## config.mk

```make
export PLATFORM = sky130hd
export DESIGN_NAME = regfile_wb_arbiter_flat
export DESIGN_NICKNAME = d
export VERILOG_FILES = /design/src/rtl/regfile_wb_arbiter_if.sv /design/src/rtl/regfile_wb_arbiter.sv /design/src/flat_wrapper.sv
export SDC_FILE = /design/constraint.sdc
export NUM_CORES = 1
export LEC_CHECK = 0
export CORE_ASPECT_RATIO = 0.7
export CORE_UTILIZATION = 30
export DETAILED_ROUTE_END_ITERATION = 16
export PLACE_DENSITY_LB_ADDON = 0.25
export REMOVE_ABC_BUFFERS = 1
export SYNTH_ARGS = -nofsm -noshare
export SYNTH_HDL_FRONTEND = slang
export SYNTH_SLANG_ARGS = --single-unit
```

## constraint.sdc

```tcl
create_clock -name i_clk -period 5.2 [get_ports i_clk]
set_input_delay 1.04 -clock i_clk [delete_from_list [all_inputs] [get_ports i_clk]]
set_output_delay 1.04 -clock i_clk [all_outputs]
set_load 0.01 [all_outputs]
```

## src/rtl/regfile_wb_arbiter_if.sv

```systemverilog
// Writeback/issue bundle for regfile_wb_arbiter; slave = arbiter side, master = requesters/issue.
// Forwarding signals exist only when WB_BYPASS_EN is defined.
`ifndef WORD_SIZE
`define WORD_SIZE 32
`endif

interface regfile_wb_arbiter_if #(
  parameter int NUM_REQ = 3
);
  logic [NUM_REQ-1:0]            i_req_valid;
  logic [5*NUM_REQ-1:0]          i_req_rd;
  logic [`WORD_SIZE*NUM_REQ-1:0] i_req_wd;
  logic [NUM_REQ-1:0]            o_req_ready;
  logic                          o_Wen;
  logic [4:0]                    o_Wnum;
  logic [`WORD_SIZE-1:0]         o_Wd;
  logic                          i_issue_en;
  logic [4:0]                    i_issue_rd;
  logic [4:0]                    i_rs1;
  logic [4:0]                    i_rs2;
  logic                          o_hazard;
`ifdef WB_BYPASS_EN
  logic                          o_fwd1_en;
  logic                          o_fwd2_en;
  logic [`WORD_SIZE-1:0]         o_fwd_data;

  modport slave (
    input  i_req_valid, i_req_rd, i_req_wd, i_issue_en, i_issue_rd, i_rs1, i_rs2,
    output o_req_ready, o_Wen, o_Wnum, o_Wd, o_hazard, o_fwd1_en, o_fwd2_en, o_fwd_data
  );

  modport master (
    output i_req_valid, i_req_rd, i_req_wd, i_issue_en, i_issue_rd, i_rs1, i_rs2,
    input  o_req_ready, o_Wen, o_Wnum, o_Wd, o_hazard, o_fwd1_en, o_fwd2_en, o_fwd_data
  );
`else
  modport slave (
    input  i_req_valid, i_req_rd, i_req_wd, i_issue_en, i_issue_rd, i_rs1, i_rs2,
    output o_req_ready, o_Wen, o_Wnum, o_Wd, o_hazard
  );

  modport master (
    output i_req_valid, i_req_rd, i_req_wd, i_issue_en, i_issue_rd, i_rs1, i_rs2,
    input  o_req_ready, o_Wen, o_Wnum, o_Wd, o_hazard
  );
`endif
endinterface

```

## src/rtl/regfile_wb_arbiter.sv

```systemverilog
// Round-robin arbiter for the register-file write port plus busy scoreboard / hazard flag.
// Optional macro WB_BYPASS_EN adds writeback forwarding and masks matching RAW terms.
`ifndef WORD_SIZE
`define WORD_SIZE 32
`endif

module regfile_wb_arbiter #(
  parameter int NUM_REQ = 3
) (
  input  logic                  i_clk,
  input  logic                  i_rst,
  regfile_wb_arbiter_if.slave   bus
);
  localparam int W  = `WORD_SIZE;
  localparam int PW = (NUM_REQ > 1) ? $clog2(NUM_REQ) : 1;

  logic [PW-1:0]  ptr_q, ptr_d;
  logic           wen_q, wen_d;
  logic [4:0]     wnum_q, wnum_d;
  logic [W-1:0]   wd_q, wd_d;
  logic [31:0]    busy_q, busy_d;

  logic [NUM_REQ-1:0] grant;
  logic [PW-1:0]      grant_idx;
  logic               grant_any;
  logic [4:0]         sel_rd;
  logic [W-1:0]       sel_wd;
  logic               wen_out;
  logic               raw1, raw2, waw;
  logic               hazard;
  logic               issue_set;
  logic               fwd1, fwd2;

  // Round-robin search beginning one past the last winner.
  always_comb begin
    grant     = '0;
    grant_idx = '0;
    grant_any = 1'b0;
    for (int unsigned off = 1; off <= NUM_REQ; off++) begin
      int unsigned idx;
      idx = (32'(ptr_q) + off) % NUM_REQ;
      if (!grant_any && bus.i_req_valid[idx]) begin
        grant_any      = 1'b1;
        grant_idx      = PW'(idx);
      end
    end
    if (i_rst) begin
      grant_any = 1'b0;
      grant_idx = '0;
    end
    if (grant_any) begin
      grant[grant_idx] = 1'b1;
    end
  end

  always_comb begin
    sel_rd = bus.i_req_rd[32'(grant_idx)*5 +: 5];
    sel_wd = bus.i_req_wd[32'(grant_idx)*W +: W];
  end

  always_comb begin
    ptr_d  = ptr_q;
    wen_d  = 1'b0;
    wnum_d = wnum_q;
    wd_d   = wd_q;
    if (grant_any) begin
      ptr_d  = grant_idx;
      wen_d  = (sel_rd != 5'd0);
      wnum_d = sel_rd;
      wd_d   = sel_wd;
    end
  end

  // A write already registered is suppressed if reset lands in its cycle.
  assign wen_out = wen_q & ~i_rst;

  always_comb begin
    fwd1 = 1'b0;
    fwd2 = 1'b0;
`ifdef WB_BYPASS_EN
    fwd1 = wen_out && (wnum_q == bus.i_rs1) && (wnum_q != 5'd0);
    fwd2 = wen_out && (wnum_q == bus.i_rs2) && (wnum_q != 5'd0);
`endif
    raw1      = busy_q[bus.i_rs1] & ~fwd1;
    raw2      = busy_q[bus.i_rs2] & ~fwd2;
    waw       = busy_q[bus.i_issue_rd];
    hazard    = bus.i_issue_en & (raw1 | raw2 | waw);
    issue_set = bus.i_issue_en & ~hazard & (bus.i_issue_rd != 5'd0);
  end

  // Clear first, then set, so a newer producer on the same index survives.
  always_comb begin
    busy_d = busy_q;
    if (wen_out) begin
      busy_d[wnum_q] = 1'b0;
    end
    if (issue_set) begin
      busy_d[bus.i_issue_rd] = 1'b1;
    end
    busy_d[0] = 1'b0;
  end

  always_ff @(posedge i_clk) begin
    if (i_rst) begin
      ptr_q  <= PW'(NUM_REQ - 1);
      wen_q  <= 1'b0;
      wnum_q <= '0;
      wd_q   <= '0;
      busy_q <= '0;
    end else begin
      ptr_q  <= ptr_d;
      wen_q  <= wen_d;
      wnum_q <= wnum_d;
      wd_q   <= wd_d;
      busy_q <= busy_d;
    end
  end

  assign bus.o_req_ready = grant;
  assign bus.o_Wen       = wen_out;
  assign bus.o_Wnum      = wnum_q;
  assign bus.o_Wd        = wd_q;
  assign bus.o_hazard    = hazard;
`ifdef WB_BYPASS_EN
  assign bus.o_fwd1_en   = fwd1;
  assign bus.o_fwd2_en   = fwd2;
  assign bus.o_fwd_data  = wd_q;
`endif

endmodule

```

## src/flat_wrapper.sv

```systemverilog
// flat-port wrapper written by rule: the top's interface ports become plain ports
module regfile_wb_arbiter_flat 
#(
  parameter int NUM_REQ = 3
)
  (i_clk, i_rst, bus_i_req_valid, bus_i_req_rd, bus_i_req_wd, bus_i_issue_en, bus_i_issue_rd, bus_i_rs1, bus_i_rs2, bus_o_req_ready, bus_o_Wen, bus_o_Wnum, bus_o_Wd, bus_o_hazard);
  regfile_wb_arbiter_if #(.NUM_REQ(NUM_REQ)) bus_i ();
  input  logic i_clk;
  input  logic i_rst;
  input wire logic [$bits(bus_i.i_req_valid)-1:0] bus_i_req_valid;
  input wire logic [$bits(bus_i.i_req_rd)-1:0] bus_i_req_rd;
  input wire logic [$bits(bus_i.i_req_wd)-1:0] bus_i_req_wd;
  input wire logic [$bits(bus_i.i_issue_en)-1:0] bus_i_issue_en;
  input wire logic [$bits(bus_i.i_issue_rd)-1:0] bus_i_issue_rd;
  input wire logic [$bits(bus_i.i_rs1)-1:0] bus_i_rs1;
  input wire logic [$bits(bus_i.i_rs2)-1:0] bus_i_rs2;
  output wire logic [$bits(bus_i.o_req_ready)-1:0] bus_o_req_ready;
  output wire logic [$bits(bus_i.o_Wen)-1:0] bus_o_Wen;
  output wire logic [$bits(bus_i.o_Wnum)-1:0] bus_o_Wnum;
  output wire logic [$bits(bus_i.o_Wd)-1:0] bus_o_Wd;
  output wire logic [$bits(bus_i.o_hazard)-1:0] bus_o_hazard;
  assign bus_i.i_req_valid = bus_i_req_valid;
  assign bus_i.i_req_rd = bus_i_req_rd;
  assign bus_i.i_req_wd = bus_i_req_wd;
  assign bus_i.i_issue_en = bus_i_issue_en;
  assign bus_i.i_issue_rd = bus_i_issue_rd;
  assign bus_i.i_rs1 = bus_i_rs1;
  assign bus_i.i_rs2 = bus_i_rs2;
  assign bus_o_req_ready = bus_i.o_req_ready;
  assign bus_o_Wen = bus_i.o_Wen;
  assign bus_o_Wnum = bus_i.o_Wnum;
  assign bus_o_Wd = bus_i.o_Wd;
  assign bus_o_hazard = bus_i.o_hazard;
  regfile_wb_arbiter #(.NUM_REQ(NUM_REQ)) u_core (.i_clk(i_clk), .i_rst(i_rst), .bus(bus_i));
endmodule
```

==> impl_metrics.json <==
{
  "io_pins": 174,
  "grt_pass1_vias": 4847,
  "total_power_mw": 2.33,
  "netlist.area_leader.share_pct": 31.3,
  "power_density_nw_per_um2": 346,
  "core_um2": 14700,
  "fp-row-count": 37,
  "io_buffers": 173,
  "fmax_mhz": 207,
  "synth_common_cells": "nand2_1, dfxtp_1, nor2_1",
  "rsz0062_at_grt": "false",
  "grt_use_total_pct": 22.3,
  "area_growth_pct": 48.3,
  "clockRootBuffer": "clkbuf_16",
  "die_y_um": 105,
  "cts_tree": "done",
  "diodes": 0,
  "yosysTopAreaCell": "dfxtp_1",
  "finalNonFillerCells": 914,
  "worst_setup_path_start_kind": "primary input",
  "drtIter0Drc": 503,
  "status": "complete, no violations",
  "pwr-share-seq_pct": 31.4,
  "critPathMaxFanout": 7,
  "cts_hold_buf": 0,
  "grt_max_degree": 77,
  "min_path_type": "reg2reg",
  "cts_buffer_depth": 2,
  "path_clk_slew_ns": 0.06,
  "swShare_pct": 33.1,
  "clkSinkCount": 71,
  "start_util_pct": 30.9,
  "dr.pass1.iters": 8,
  "irDropWorstVdd_uv": 258,
  "combPwrFrac_pct": 38.9,
  "synthesis.instances": 568,
  "dp_slack_ns": 0.380,
  "synthTopCellsByArea": "dfxtp_1, nand2_1, a22o_1, o41ai_1, a31oi_1",
  "ff_latch_area_um2": 1420,
  "yosys_most_used_dff": "dfxtp_1",
  "crit_arrival_ns": 3.78,
  "synth_area_um2": 4540,
  "yosysWarnings": 0,
  "path_class": "in2out",
  "dieWidth_um": 149,
  "tightest_slew_ns": 0.713,
  "drc": 0,
  "finalNetCount": 848,
  "utilization_pct": 45.8,
  "fin_skew_ns": 0.00851,
  "yosysUniqueCellTypes": 50,
  "numCtsBuffers": 9,
  "layout_setup_ws_ns": 0.379,
  "hold_viol": 0,
  "multiInputGateArea_um2": 2870,
  "power.switching_mw": 0.771,
  "endpoint_kind": "primary output",
  "place_congestion": 0.870,
  "post_cts_buffers": 0,
  "ys_seq_elements": 71,
  "htree_levels": 3,
  "clkPwrFrac_pct": 29.7,
  "grt_antenna_before_repair": 0,
  "slew_viol_final": 0,
  "p_int_mw": 1.56,
  "synth_edf_count": 0,
  "dp_hpwl_um": 12900,
  "leakage_nw": 2.57,
  "grt_pass1_wl_um": 27100,
  "cts-resized-gates": 0,
  "drive_gt1_share_pct": 6.12,
  "max_slew_margin_pct": 52.4,
  "setup_viol_count_final": 0,
  "detail-route-antenna-nets": 0,
  "routedWlPerCell_um": 19.0,
  "grt_overflow_total": 0,
  "clock_latency_ns": 0.33,
  "period_minus_slack_ns": 4.82,
  "vias": 5057,
  "fillers": 1447,
  "finalWirelength_um": 17400,
  "yosysMostFrequentCell": "nand2_1",
  "dp_cells": 898,
  "yosysSeqAreaShare_pct": 31.3,
  "async_flop_share_pct": 0,
  "dieArea_um2": 15700,
  "cp.required_ns": 4.16,
  "avgSynthCellArea_um2": 8.00,
  "fin_crit_sh_pct": 92.7,
  "cap_violations": 0,
  "routed_via_density": 5.53
}
## registers in the layout (all words and copies together) (netlist names)
| name | cells |
|---|---|
| u_core.busy_q | 31 |
| u_core.wen_q | 1 |
| u_core.bus.o_Wnum | 5 |
| u_core.bus.o_Wd | 32 |
| u_core.ptr_q | 2 |
## path summary, 6_finish.rpt
kind	from	end	slack, ns	depth (start not counted)
hold reg to reg	u_core.bus.o_Wd[28]	u_core.bus.o_Wd[28]	0.48	1
setup reg to reg	u_core.busy_q[19]	u_core.busy_q[21]	2.68	7
hold / removal	u_core.bus.o_Wd[28]	u_core.bus.o_Wd[28]	0.48	1
setup / recovery	bus_i_rs1[0]	bus_o_hazard	0.38	8
## metal layers
metal | share of wire, % | wire length, µm | global-route usage (%) | vias to the layer above
met3 | 7.9 | 1370 | 6.03 | 20
li1 | - | - | - | 2419
met1 | 47 | 8140 | 31.3 | 2413
met4 | 1.7 | 291 | 6.20 | 0
met2 | 44 | 7550 | 33.3 | 205
met5 | 0 | 0 | 0 | -
## power groups by stage
stage               Clock [mW]  Sequential (mW)  Combinational (mW)
floorplan                    0            0.766               0.404
global placement             0            0.737               0.895
detailed placement           0            0.739               0.906
CTS                      0.704            0.731               0.912
global route             0.726            0.744               0.980
finish                   0.692            0.731               0.908
## through the flow
stage | hold slack, ns | instance area (µm²) | setup TNS, ns
final | 0.477 | 6740 | 0
after global routing | 0.490 | 6740 | 0
after CTS | 0.481 | 6740 | 0
after detailed placement | 0.463 | 6390 | 0
after global placement | 0.459 | 6390 | 0
after floorplan | 0.456 | 4320 | -0.590
## final cells by class
cell class / count / area share (%)
multi-input combinational: 437 / 42.7
timing repair buffer: 184 / 26.9
sequential: 71 / 21.1
clock buffer: 12 / 3.96
tap: 195 / 3.62
clock inverter: 4 / 1.13
inverter: 11 / 0.613
## cells by family (layout without fill, tap and decap cells)
family	Yosys count	in the layout	share of synthesized area [%]
simple gates	248	248	26.0
mux	33	33	10.8
compound gates	153	153	25.2
buf+inv	60	211	5.84
fa+ha+maj	3	3	0.771
flops	71	71	31.3
## layout by cell type, fill, tap and decap left out, drive strengths merged, types with 5 or more instances in the layout
| cell type | netlist | final |
|---|---|---|
| nand4 | 7 | 7 |
| buf | 11 | 11 |
| o21ai | 17 | 17 |
| nor2 | 52 | 52 |
| o41ai | 32 | 32 |
| a22o | 34 | 34 |
| nor3b | 5 | 5 |
| nand3b | 19 | 19 |
| nand3 | 10 | 10 |
| a31oi | 38 | 38 |
| nand2 | 106 | 106 |
| inv | 11 | 11 |
| nor2b | 27 | 27 |
| dfxtp | 71 | 71 |
| clkdlybuf4s50 | 0 | 173 |
| mux4 | 11 | 11 |
| clkbuf | 38 | 12 |
| mux2i | 18 | 18 |
| a21oi | 8 | 8 |
## worst max-delay path, stage by stage
cell             delay [ns]
clkdlybuf4s50_1        0.67
buf_4                  0.20
mux4_1                 0.55
nand4b_1               0.11
nand4_1                0.12
or3_1                  0.39
o21a_1                 0.21
clkdlybuf4s50_1        0.48
(Power assumes the default switching activity.)
